--- config.mk ---
export PLATFORM = sky130hd
export DESIGN_NAME = rgmii_mac_tx
export DESIGN_NICKNAME = d
export VERILOG_FILES = /design/src/rtl/rgmii_mac_tx.sv
export SDC_FILE = /design/constraint.sdc
export NUM_CORES = 1
export LEC_CHECK = 0
export BUFFER_PORTS_ARGS = -buffer_cell sky130_fd_sc_hd__buf_4
export CORE_ASPECT_RATIO = 1.4
export CORE_MARGIN = 4
export CORE_UTILIZATION = 55
export DETAILED_ROUTE_END_ITERATION = 8
export PLACE_DENSITY_LB_ADDON = 0.2
export REMOVE_ABC_BUFFERS = 1
export SETUP_SLACK_MARGIN = 0.2
export SLEW_MARGIN = 20
export SYNTH_ARGS = -nofsm -noshare
export SYNTH_HDL_FRONTEND = slang
export SYNTH_SLANG_ARGS = --single-unit
--- constraint.sdc ---
create_clock -name clk -period 3.8 [get_ports clk]
set_input_delay 0.19 -clock clk [delete_from_list [all_inputs] [get_ports clk]]
set_output_delay 0.19 -clock clk [all_outputs]
set_load 0.01 [all_outputs]
--- src/rtl/rgmii_mac_tx.sv ---
// RGMII MAC transmitter: wraps an 8-bit AXI-stream frame in preamble/SFD, pads it, appends the FCS
// and enforces the inter-frame gap, presenting both DDR nibbles as registered outputs for an ODDR.
module rgmii_mac_tx #(
   parameter int IFG_BYTES        = 12,
   parameter int MIN_FRAME_LENGTH = 64,
   parameter bit ENABLE_PADDING   = 1'b1
) (
   input  logic       clk,
   input  logic       rst,
   input  logic [7:0] s_axis_tdata,
   input  logic       s_axis_tvalid,
   output logic       s_axis_tready,
   input  logic       s_axis_tlast,
   input  logic       s_axis_tuser,
   output logic [3:0] rgmii_txd_1,
   output logic [3:0] rgmii_txd_2,
   output logic       rgmii_tx_ctl_1,
   output logic       rgmii_tx_ctl_2,
   output logic       start_packet,
   output logic       error_underflow
);

   typedef enum logic [2:0] {IDLE, PREAMBLE, SFD, PAYLOAD, DRAIN, PAD, FCS, IFG} state_t;

   localparam logic [15:0] PAD_TARGET = 16'(MIN_FRAME_LENGTH - 4);
   localparam logic [7:0]  IFG_LAST   = 8'(IFG_BYTES - 1);

   state_t      state, state_next;
   logic [7:0]  cnt, cnt_next;
   logic [15:0] len, len_next, len_inc;
   logic [31:0] crc, crc_next, fcs;
   logic [7:0]  tx_byte_p0;
   logic        tx_en_p0, tx_er_p0, sop_p0, underrun_p0;

   function automatic logic [31:0] crc_byte(input logic [31:0] c, input logic [7:0] d);
      logic [31:0] r;
      r = c ^ {24'd0, d};
      for (int i = 0; i < 8; i++)
         r = r[0] ? ((r >> 1) ^ 32'hEDB88320) : (r >> 1);
      return r;
   endfunction

   function automatic logic [15:0] sat_inc(input logic [15:0] v);
      return (v == 16'hFFFF) ? v : v + 16'd1;
   endfunction

   assign s_axis_tready = (state == PAYLOAD) || (state == DRAIN);
   assign fcs           = ~crc;
   assign len_inc       = sat_inc(len);

   always_comb begin
      state_next  = state;
      cnt_next    = cnt;
      len_next    = len;
      crc_next    = crc;
      tx_byte_p0  = 8'h00;
      tx_en_p0    = 1'b0;
      tx_er_p0    = 1'b0;
      sop_p0      = 1'b0;
      underrun_p0 = 1'b0;
      case (state)
         IDLE: begin
            if (s_axis_tvalid) begin
               state_next = PREAMBLE;
               cnt_next   = 8'd0;
            end
         end
         PREAMBLE: begin
            tx_byte_p0 = 8'h55;
            tx_en_p0   = 1'b1;
            sop_p0     = (cnt == 8'd0);
            cnt_next   = cnt + 8'd1;
            if (cnt == 8'd6) state_next = SFD;
         end
         SFD: begin
            tx_byte_p0 = 8'hD5;
            tx_en_p0   = 1'b1;
            crc_next   = 32'hFFFFFFFF;
            len_next   = 16'd0;
            state_next = PAYLOAD;
         end
         PAYLOAD: begin
            tx_en_p0 = 1'b1;
            if (s_axis_tvalid) begin
               tx_byte_p0 = s_axis_tdata;
               crc_next   = crc_byte(crc, s_axis_tdata);
               len_next   = len_inc;
               if (s_axis_tlast) begin
                  cnt_next = 8'd0;
                  if (s_axis_tuser) begin
                     tx_er_p0   = 1'b1;
                     state_next = IFG;
                  end else if (ENABLE_PADDING && (len_inc < PAD_TARGET)) begin
                     state_next = PAD;
                  end else begin
                     state_next = FCS;
                  end
               end
            end else begin
               // Source ran dry mid-frame: poison the frame on the wire and swallow the rest.
               tx_er_p0    = 1'b1;
               underrun_p0 = 1'b1;
               state_next  = DRAIN;
            end
         end
         DRAIN: begin
            if (s_axis_tvalid && s_axis_tlast) begin
               state_next = IFG;
               cnt_next   = 8'd0;
            end
         end
         PAD: begin
            tx_en_p0 = 1'b1;
            crc_next = crc_byte(crc, 8'h00);
            len_next = len_inc;
            if (len_inc >= PAD_TARGET) begin
               state_next = FCS;
               cnt_next   = 8'd0;
            end
         end
         FCS: begin
            tx_en_p0 = 1'b1;
            case (cnt[1:0])
               2'd0:    tx_byte_p0 = fcs[7:0];
               2'd1:    tx_byte_p0 = fcs[15:8];
               2'd2:    tx_byte_p0 = fcs[23:16];
               default: tx_byte_p0 = fcs[31:24];
            endcase
            cnt_next = cnt + 8'd1;
            if (cnt == 8'd3) begin
               state_next = IFG;
               cnt_next   = 8'd0;
            end
         end
         IFG: begin
            cnt_next = cnt + 8'd1;
            if (cnt == IFG_LAST) state_next = IDLE;
         end
         default: state_next = IDLE;
      endcase
   end

   // Stage p0 -> pins: every output is registered.
   always_ff @(posedge clk) begin
      if (rst) begin
         state           <= IDLE;
         cnt             <= 8'd0;
         len             <= 16'd0;
         crc             <= 32'hFFFFFFFF;
         rgmii_txd_1     <= 4'd0;
         rgmii_txd_2     <= 4'd0;
         rgmii_tx_ctl_1  <= 1'b0;
         rgmii_tx_ctl_2  <= 1'b0;
         start_packet    <= 1'b0;
         error_underflow <= 1'b0;
      end else begin
         state           <= state_next;
         cnt             <= cnt_next;
         len             <= len_next;
         crc             <= crc_next;
         rgmii_txd_1     <= tx_byte_p0[3:0];
         rgmii_txd_2     <= tx_byte_p0[7:4];
         rgmii_tx_ctl_1  <= tx_en_p0;
         rgmii_tx_ctl_2  <= tx_en_p0 ^ tx_er_p0;
         start_packet    <= sop_p0;
         error_underflow <= underrun_p0;
      end
   end

endmodule

==> out/results.ini <==
[floorplanning]
die_x_um = 92.4
rows = 42
die_area_um2 = 11600
start_util_pct = 57.0
die_h_um = 126
io_pins = 26
coreArea_um2 = 9620

[clock_network]
htreeDepth = 3
clock-sinks = 71
root_buffer = clkbuf_16
post-cts-setup-buffers = 0
cts_buffers = 9
cts_tree = built
ctsResizeCount = 0
clk_path_buf_depth = 2
clock_latency_ns = 0.34
hold_buffers = 0
cts.reportedPaths.clkPinSlew_ns = 0.06

[cells_and_area]
final_cell_mix = xnor2_1, dfxtp_1, nor2_1
fin_area_um2 = 5990
area_growth_pct = 9.22
n_antenna_cell = 0
final_common_cell = xnor2_1
drive_gt1_share_pct = 11.8
postLayoutCoreUtil_pct = 62.2
final_nets = 689

[sta]
finalSetupViolCount = 0
slew_headroom_pct = 33.4
setup_tns_ns = 0
worst_pin_slew_ns = 0.995
maxSlewViolCount = 0
finalHoldViolations = 0
fin_crit_sh_pct = 83.8
max_freq_mhz = 314
rsz0062_at_grt = no
period_needed_ns = 3.18
finClkSkew_ns = 0.00708

[grt]
met2_usage_pct = 44.2
top_usage_layer = met2
grt_antenna_before_repair = 0
grtUsageTotal_pct = 27.2
grt-ovfl-total = 0
grt_pass1_vias = 5009
met3_usage_pct = 4.83
grt_start_max_net_pins = 58
grt_first_pass_wirelength_um = 25700
met1_usage_pct = 35.0

[routing]
first_pass_iters = 5
wl_per_cell_um = 18.9
vias = 5125
routed_wl_um = 15300
drtAntennaViolNets = 0
drc = 0
first_iter_violations = 488
vias_per_cell = 6.34

[placed_design]
gp_congestion = 0.955
hpwl_um = 10500
placed_area_um2 = 5700
port_buffers = 25

[synth]
synth_warnings = 0
synth-edff-count = 0
synth-main-ff-cell = dfxtp_1
async_reset_ff_share_pct = 0
ys_seq_area_share_pct = 25.9
synth_area_um2 = 5480
synth_cells = 677
syn_area_per_cell_um2 = 8.09
ys_types = 73
ys_ff_latch = 71

[power]
seq_power_share_pct = 27.3
p_total_uw = 3610
p_switching_uw = 1500
pwr_density_cell_nw_per_um2 = 604
irDropWorstVdd_mv = 0.392
share_comb_of_total_power_pct = 49.6
power.share.clock_pct = 23.1
switching_share_pct = 41.5
intPower_uw = 2110
power_leakage_uw = 0.00213

[worst_setup_path]
critPathKind = flop to flop
cp.arrival_ns = 3.45
cp_num_buf_inv = 0
crit_chain = ha_1, nand4_4, nor3_1, mux2_1, or4_4, o41ai_4, nand3_1, mux2i_1
required_ns = 4.07
critical-path-slowest-cell = or4_4
endpoint_kind = flop
slowest_delay_ns = 0.61
cp_max_fo = 9
critical-path-top-delay-family = simple AND/OR/NAND/NOR gates
critPathLaunchType = flop

[outcome]
status = completed

[run]
drv_cap = 0

[min_path]
hp-class = input port to flop

==> area by class of cell <==
| type | count | area, um^2 |
|---|---|---|
| timing repair buffer | 39 | 293 |
| inverter | 9 | 33.8 |
| clock inverter | 6 | 61.3 |
| tap | 132 | 165 |
| clock buffer | 10 | 229 |
| fill | 857 | 3630 |
| multi-input combinational | 541 | 3780 |
| sequential | 71 | 1420 |
==> tightest hold or removal path, delay by kind of cell <==
| family | cells | cell delay [ns] |
|---|---|---|
| and+or+nand+nor | 1 | 0.05 |
| buffers and inverters | 1 | 0.10 |
| AOI/OAI and AO/OA | 1 | 0.11 |
==> cells in the mapped netlist, types with 6 or more instances <==
cell type	count	area share (%)
a21oi_1	45	4.1
nand3_1	18	1.6
xnor2_1	87	14
o21ai_1	6	0.55
nand2_1	31	2.1
nand2b_1	13	1.5
inv_1	9	0.62
mux2i_1	7	1.3
a211o_1	7	1.1
nor2_1	64	4.4
xor2_1	32	5.1
dfxtp_1	71	26
clkbuf_1	39	2.7
a211oi_1	16	2.2
o22ai_1	12	1.4
o21ai_0	38	3.5
nor2b_1	10	1.1
nor3_1	15	1.4
a221oi_1	12	1.9
buf_2	10	0.91
nand4_1	7	0.80
o21bai_1	15	2.1
nand3b_1	10	1.4
==> sequential cells by signal, summed over array words and instances, names as in the netlist <==
signal	count
crc	32
len	16
cnt	8
rgmii_txd_1	4
rgmii_txd_2	4
state	3
error_underflow	1
rgmii_tx_ctl_1	1
rgmii_tx_ctl_2	1
start_packet	1
==> path summary, 6_finish.rpt <==
kind / startpoint / to / slack (ns) / cells past startpoint
worst min-delay path: s_axis_tuser / state[0]$_SDFFE_PP0P_ / 0.15 / 3
worst max register to register: len[0]$_SDFFE_PP0P_ / cnt[6]$_SDFFE_PP0P_ / 0.62 / 8
worst max-delay path: len[0]$_SDFFE_PP0P_ / cnt[6]$_SDFFE_PP0P_ / 0.62 / 8
worst min register to register: cnt[7]$_SDFFE_PP0P_ / cnt[7]$_SDFFE_PP0P_ / 0.48 / 2
==> stage by stage <==
stage | std cells | hold slack (ns) | setup WS (ns)
2_1_floorplan | 621 | 0.258 | 0.257
3_3_place_gp | 792 | 0.465 | 0.759
3_5_place_dp | 792 | 0.479 | 0.624
4_1_cts | 808 | 0.140 | 0.616
5_1_grt | 808 | 0.187 | 0.385
6_report | 808 | 0.151 | 0.616
==> kinds of logic (layout without fill, tap and decap cells) <==
| family | count (synthesis) | after routing | share of synthesized area, % |
|---|---|---|---|
| buf+inv | 65 | 64 | 5.16 |
| simple gates | 204 | 204 | 20.0 |
| compound gates | 199 | 199 | 25.4 |
| flops | 71 | 71 | 25.9 |
| fa+ha+maj | 5 | 5 | 1.14 |
| mux | 9 | 9 | 1.69 |
| xor+xnor | 124 | 124 | 20.8 |
==> power groups by stage <==
| stage | clock network, uW | logic, uW | registers, uW |
|---|---|---|---|
| final | 835 | 1790 | 987 |
| after global routing | 882 | 1950 | 1000 |
| after CTS | 847 | 1770 | 983 |
| after detailed placement | 0 | 1750 | 997 |
| after global placement | 0 | 1730 | 994 |
| after floorplan | 0 | 1290 | 983 |
==> per-layer routing <==
metal,vias up,share of wire [%]
met5,-,0
met4,0,2.7
met3,34,7.3
met2,232,48
met1,2423,42
li1,2436,-
(Power assumes the default switching activity.)
